**config.mk**
```make
export PLATFORM = sky130hd
export DESIGN_NAME = vend_dispatcher_flat
export DESIGN_NICKNAME = d
export VERILOG_FILES = /design/src/rtl/vend_pkg.sv /design/src/rtl/vend_dispatcher_if.sv /design/src/rtl/vend_evt_fifo.sv /design/src/rtl/vend_dispatcher.sv /design/src/flat_wrapper.sv
export SDC_FILE = /design/constraint.sdc
export NUM_CORES = 1
export LEC_CHECK = 0
export ABC_AREA = 1
export CORE_MARGIN = 2
export CORE_UTILIZATION = 58
export CTS_BUF_LIST = sky130_fd_sc_hd__clkbuf_8 sky130_fd_sc_hd__clkbuf_16
export DETAILED_ROUTE_END_ITERATION = 10
export HOLD_SLACK_MARGIN = 0.1
export MAX_ROUTING_LAYER = met4
export PLACE_DENSITY = 0.85
export SYNTH_ARGS = -nofsm -noshare
export SYNTH_HDL_FRONTEND = slang
export SYNTH_SLANG_ARGS = --single-unit
```
**constraint.sdc**
```tcl
create_clock -name clk -period 5.75 [get_ports clk]
set_input_delay 1.725 -clock clk [delete_from_list [all_inputs] [get_ports clk]]
set_output_delay 1.725 -clock clk [all_outputs]
set_load 0.01 [all_outputs]
```
**src/rtl/vend_pkg.sv**
```systemverilog
// Shared types and default sizing for the vend dispatcher slice.
package vend_pkg;

  localparam int DEPTH_DEF       = 4;
  localparam int TIMEOUT_CYC_DEF = 16;
  localparam int CNT_W_DEF       = 8;

  typedef enum logic [2:0] {
    S_IDLE,
    S_ITEM_REQ,
    S_ITEM_WAIT,
    S_COIN_REQ,
    S_FAULT
  } vend_state_e;

  typedef struct packed {
    logic chg;
  } vend_evt_t;

endpackage

```
**src/rtl/vend_dispatcher_if.sv**
```systemverilog
// Actuator-board handshakes: item motor (req/ack/done) and coin hopper (req/ack).
interface vend_dispatcher_if;

  logic item_req;
  logic item_ack;
  logic item_done;
  logic coin_req;
  logic coin_ack;

  modport master (
    output item_req,
    output coin_req,
    input  item_ack,
    input  item_done,
    input  coin_ack
  );

  modport slave (
    input  item_req,
    input  coin_req,
    output item_ack,
    output item_done,
    output coin_ack
  );

endinterface

```
**src/rtl/vend_evt_fifo.sv**
```systemverilog
// Synchronous first-word-fall-through event queue; a push when full is
// accepted only alongside a pop.
module vend_evt_fifo
  import vend_pkg::*;
#(
  parameter int DEPTH = DEPTH_DEF,
  localparam int AW = $clog2(DEPTH)
) (
  input  logic      clk,
  input  logic      rst_n,
  input  logic      push,
  input  vend_evt_t wr_data,
  input  logic      pop,
  output vend_evt_t rd_data,
  output logic      full,
  output logic      empty,
  output logic [AW:0] count
);

  vend_evt_t     mem [DEPTH];
  logic [AW-1:0] wr_ptr;
  logic [AW-1:0] rd_ptr;
  logic          do_push;
  logic          do_pop;

  assign full    = (count == (AW+1)'(DEPTH));
  assign empty   = (count == '0);
  assign do_pop  = pop && !empty;
  assign do_push = push && (!full || do_pop);
  assign rd_data = mem[rd_ptr];

  // NOTE: storage is deliberately left out of reset; emptiness comes from
  // the pointers and count, so resetting the array would only cost flops.
  always_ff @(posedge clk) begin
    if (do_push) mem[wr_ptr] <= wr_data;
  end

  always_ff @(posedge clk or negedge rst_n) begin
    if (!rst_n) begin
      wr_ptr <= '0;
      rd_ptr <= '0;
      count  <= '0;
    end else begin
      if (do_push) wr_ptr <= wr_ptr + AW'(1);
      if (do_pop)  rd_ptr <= rd_ptr + AW'(1);
      count <= count + (AW+1)'(do_push) - (AW+1)'(do_pop);
    end
  end

endmodule

```
**src/rtl/vend_dispatcher.sv**
```systemverilog
// Queues vend events and sequences the item motor and coin hopper
// handshakes, with a done-timeout that parks the FSM in FAULT.
module vend_dispatcher
  import vend_pkg::*;
#(
  parameter int DEPTH       = DEPTH_DEF,
  parameter int TIMEOUT_CYC = TIMEOUT_CYC_DEF,
  parameter int CNT_W       = CNT_W_DEF
) (
  input  logic                    clk,
  input  logic                    rst_n,
  input  logic                    dispense,
  input  logic                    change,
  input  logic                    clear_fault,
  vend_dispatcher_if.master       act,
  output logic                    busy,
  output logic                    fault,
  output logic                    overflow,
  output logic [$clog2(DEPTH):0]  fifo_count,
  output logic [CNT_W-1:0]        vend_count
);

  localparam int TMO_W = (TIMEOUT_CYC > 2) ? $clog2(TIMEOUT_CYC) : 1;
  localparam logic [TMO_W-1:0] TMO_LAST = TMO_W'(TIMEOUT_CYC - 1);

  vend_state_e      state;
  logic [TMO_W-1:0] tmo_cnt;
  logic             chg_q;
  vend_evt_t        push_evt;
  vend_evt_t        head_evt;
  logic             fifo_full;
  logic             fifo_empty;
  logic             fifo_pop;

  assign push_evt.chg = change;
  assign fifo_pop     = (state == S_IDLE) && !fifo_empty;
  assign busy         = (state != S_IDLE) || (fifo_count != '0);

  vend_evt_fifo #(.DEPTH(DEPTH)) u_fifo (
    .clk     (clk),
    .rst_n   (rst_n),
    .push    (dispense),
    .wr_data (push_evt),
    .pop     (fifo_pop),
    .rd_data (head_evt),
    .full    (fifo_full),
    .empty   (fifo_empty),
    .count   (fifo_count)
  );

  // NOTE: every register here uses <= so all branches see pre-edge values;
  // a blocking update would leak into later decisions in the same cycle.
  always_ff @(posedge clk or negedge rst_n) begin
    if (!rst_n) begin
      state        <= S_IDLE;
      act.item_req <= 1'b0;
      act.coin_req <= 1'b0;
      fault        <= 1'b0;
      overflow     <= 1'b0;
      chg_q        <= 1'b0;
      tmo_cnt      <= '0;
      vend_count   <= '0;
    end else begin
      if (dispense && fifo_full && !fifo_pop) overflow <= 1'b1;

      case (state)
        S_IDLE: begin
          if (!fifo_empty) begin
            chg_q        <= head_evt.chg;
            act.item_req <= 1'b1;
            state        <= S_ITEM_REQ;
          end
        end
        S_ITEM_REQ: begin
          if (act.item_ack) begin
            act.item_req <= 1'b0;
            tmo_cnt      <= '0;
            state        <= S_ITEM_WAIT;
          end
        end
        S_ITEM_WAIT: begin
          // done is tested first so a drop on the last allowed cycle still counts
          if (act.item_done) begin
            vend_count <= vend_count + CNT_W'(1);
            if (chg_q) begin
              act.coin_req <= 1'b1;
              state        <= S_COIN_REQ;
            end else begin
              state <= S_IDLE;
            end
          end else if (tmo_cnt == TMO_LAST) begin
            fault <= 1'b1;
            state <= S_FAULT;
          end else begin
            tmo_cnt <= tmo_cnt + TMO_W'(1);
          end
        end
        S_COIN_REQ: begin
          if (act.coin_ack) begin
            act.coin_req <= 1'b0;
            state        <= S_IDLE;
          end
        end
        S_FAULT: begin
          if (clear_fault) begin
            fault <= 1'b0;
            state <= S_IDLE;
          end
        end
        default: state <= S_IDLE;
      endcase
    end
  end

endmodule

```
**src/flat_wrapper.sv**
```systemverilog
// flat-port wrapper written by rule: the top's interface ports become plain ports
module vend_dispatcher_flat import vend_pkg::*;
#(
  parameter int DEPTH       = DEPTH_DEF,
  parameter int TIMEOUT_CYC = TIMEOUT_CYC_DEF,
  parameter int CNT_W       = CNT_W_DEF
)
  (clk, rst_n, dispense, change, clear_fault, busy, fault, overflow, fifo_count, vend_count, act_item_req, act_coin_req, act_item_ack, act_item_done, act_coin_ack);
  vend_dispatcher_if act_i ();
  input  logic clk;
  input  logic rst_n;
  input  logic dispense;
  input  logic change;
  input  logic clear_fault;
  output logic busy;
  output logic fault;
  output logic overflow;
  output logic [$clog2(DEPTH):0] fifo_count;
  output logic [CNT_W-1:0] vend_count;
  output wire logic [$bits(act_i.item_req)-1:0] act_item_req;
  output wire logic [$bits(act_i.coin_req)-1:0] act_coin_req;
  input wire logic [$bits(act_i.item_ack)-1:0] act_item_ack;
  input wire logic [$bits(act_i.item_done)-1:0] act_item_done;
  input wire logic [$bits(act_i.coin_ack)-1:0] act_coin_ack;
  assign act_item_req = act_i.item_req;
  assign act_coin_req = act_i.coin_req;
  assign act_i.item_ack = act_item_ack;
  assign act_i.item_done = act_item_done;
  assign act_i.coin_ack = act_coin_ack;
  vend_dispatcher #(.DEPTH(DEPTH), .TIMEOUT_CYC(TIMEOUT_CYC), .CNT_W(CNT_W)) u_core (.clk(clk), .rst_n(rst_n), .dispense(dispense), .change(change), .clear_fault(clear_fault), .act(act_i), .busy(busy), .fault(fault), .overflow(overflow), .fifo_count(fifo_count), .vend_count(vend_count));
endmodule
```
==> run summary <==
Outcome: completed
# fillers: 181
VDD IR max: 401 µV
Drt drc: 0
Hold wc startpoint: u_core.act.item_req
First-pass GRT wire length: 5400 µm
Syn_nets: 205
Global route overflow: 0
Synthesized instance count: 188
Initial antenna violation count: 0
CP required: 4.03 ns
Worst-case clock skew: 0.00490 ns
Layout area overhead: 23.0%
Fraction of layout cells with a size suffix above 1: 0.123
Cell chain of the critical path: inv_1 > nand2_1 > nor2_1 > nand2_2 > clkdlybuf4s50_1
# rows: 19
Syn Area/Cell: 8.86 µm²
DR iter-0 viols: 43
Final worst-path cycle share: 0.588
Main combinational cell family by area after synthesis: simple AND/OR/NAND/NOR gates
Ant diodes: 0
Global-route usage over all layers: 0.219
Resize count post-CTS: 0
RSZ-0062 raised after global routing: false
Dpl cells: 243
Global placement routability congestion: 0.791
Core Footprint: 2730 µm²
Worst hold endpoint: u_core.act.item_req
Post-Layout Cell Count: 251
Warning count from the yosys run: 0
Max-Cap Viols: 0
CTS H-tree lvls: 2
CTS tree: done
Rel. slew slack: 0.763
Pwr dens: 500 nW/µm²
Hold Crit Depth: 2
Post-layout min period: 3.38 ns
Final hold violation count: 0
Clock sinks: 31
Vias in the first global route: 1260
Synth Register Bits: 31
Synthesized area: 1670 µm²
Slew Limit Fails: 0
Leak: 1.08 nW
Ports: 24
Setup bufs post-CTS: 0
Detail Route Antenna Nets: 0
Die Ht: 57.6 µm
Pre-antenna DRT Iters: 4
Post-synthesis cell type count: 27
Worst R2R End: u_core.u_fifo.count[2]
Fmax: 0.296 GHz
Worst slew pin tran: 0.355 ns
Post-DP HPWL: 2340 µm
Largest net degree at the start of global routing: 28
Adder-cell share of the synthesized area: 0.0721
Die W: 57.6 µm
Root Buffer: clkbuf_8
Via count: 1271
Crit path max fanout: 3
Worst min path class: reg -> reg
Final setup viols: 0
Drt wl/cell: 12.0 µm
Crit path kind: reg -> out
Mux share of post-synthesis cell area: 0
Worst skew pair latency: 0.28 ns
Initial Utilization: 0.610
CTS Buffer Depth: 2
Reg2Reg Setup Slack: 3.51 ns
Layout Nets: 236
CTS Hold Buffers Added: 0
Fin worst setup slack: 2.37 ns
Worst Reg2Reg Path Length in Cells: 11
Worst-path clk slew: 0.06 ns
Sequential area share after synthesis: 0.477
Max incr delay on CP: 0.48 ns
Vias/cell: 5.06
CP max-delay cell: clkdlybuf4s50_1
Setup WS pre-CTS: 2.08 ns
Crit. Startpoint: u_core.u_fifo.count[1]
Commonest non-fill, non-tap cells in the layout: nand2_1, inv_1, dfrtp_1
Startpoint types: register
Post-synthesis xor/xnor area fraction: 0.0578
Commonest non-fill, non-tap cell in the layout: nand2_1
Setup TNS: 0 ns
Simple-gate share of the synthesized area: 0.278
Port buffer count: 23
Arrival time of the worst setup path: 1.66 ns
Routed wire length: 3010 µm
Die ar.: 3320 µm²
R2r startpoint: u_core.state[0]
CTS buffer count: 5
Crit. End Element: primary output
Synth Area in Compound Gates: 0.0450
==> how the worst max path moves through the flow <==
| stage | end | slack [ns] |
|---|---|---|
| detailed placement | u_core.u_fifo.count[2] | 2.08 |
| floorplan | u_core.u_fifo.count[2] | 2.72 |
| CTS | busy | 2.36 |
| global route | busy | 2.27 |
| global placement | u_core.u_fifo.count[2] | 2.16 |
| finish | busy | 2.37 |
==> layer usage <==
layer	global-route usage	routed length, µm
met5	-	0
met4	0.0864	41
met2	0.338	1530
met3	0.0544	126
met1	0.276	1310
==> synth_stat cells <==
master,n,share of area
nand3_1,7,0.021
inv_2,1,0.0023
nor2_4,1,0.0068
nand2_4,4,0.027
nand2_1,39,0.088
and3_1,1,0.0038
inv_1,30,0.068
xor2_1,8,0.042
o21a_1,1,0.0045
dfrtp_1,27,0.41
nor3_1,3,0.0090
fa_1,1,0.012
a21oi_1,2,0.0060
nand2_2,4,0.015
nor2_1,20,0.045
a31o_2,1,0.0053
edfxtp_1,4,0.072
nor2_2,8,0.030
ha_1,8,0.060
o21ai_1,2,0.0060
o21bai_1,1,0.0045
o21ai_0,5,0.015
xnor2_1,3,0.016
a31oi_1,1,0.0038
nor2_8,1,0.012
nand4_1,3,0.011
nand3b_1,2,0.0090
==> power by group <==
part	internal [mW]	switching [mW]
Clock	0.126	0.0763
Sequential	0.303	0.0759
Combinational	0.201	0.243
Total	0.630	0.395
==> kinds of logic after synthesis <==
group                      after synthesis
adders and majority gates                9
DFF                                     31
buffers and inverters                   31
AOI/OAI and AO/OA                       13
xor gates and xnor gates                11
and+or+nand+nor                         93
==> flip-flops by register name (all words and copies together), names as in the netlist <==
register              cells
u_core.u_fifo.rd_ptr      2
u_core.chg_q              1
u_core.act.item_req       1
u_core.state              3
u_core.overflow           1
u_core.act.coin_req       1
u_core.tmo_cnt            4
u_core.u_fifo.mem         4
u_core.fault              1
u_core.u_fifo.wr_ptr      2
u_core.vend_count         8
u_core.u_fifo.count       3
==> worst max-delay path, delay by kind of cell, from the launching register on <==
kind	cells	cell delay, ns
AND/OR/NAND/NOR	3	0.36
flip-flops	1	0.43
buffers and inverters	2	0.58
==> metrics by stage <==
| step | util | hold WS [ns] | cell area, µm² | total power, mW |
|---|---|---|---|---|
| after floorplan | - | 0.464 | 1670 | 0.667 |
| after global placement | 0.711 | 0.458 | 1940 | 0.802 |
| after global routing | 0.750 | 0.503 | 2050 | 1.11 |
| final | 0.750 | 0.496 | 2050 | 1.02 |
| after CTS | 0.750 | 0.496 | 2050 | 1.03 |
| after detailed placement | 0.711 | 0.475 | 1940 | 0.831 |
==> area by class of cell <==
type                            instances  area, µm²  area share
Sequential cell                        31        796       0.388
Multi-Input combinational cell        126        754       0.368
Timing Repair Buffer                   24        238       0.116
Inverter                               31        116      0.0568
Clock buffer                            5       68.8      0.0336
Tap cell                               31       38.8      0.0189
Clock inverter                          3       37.5      0.0183
No activity file was read; power rests on OpenSTA's default activity.
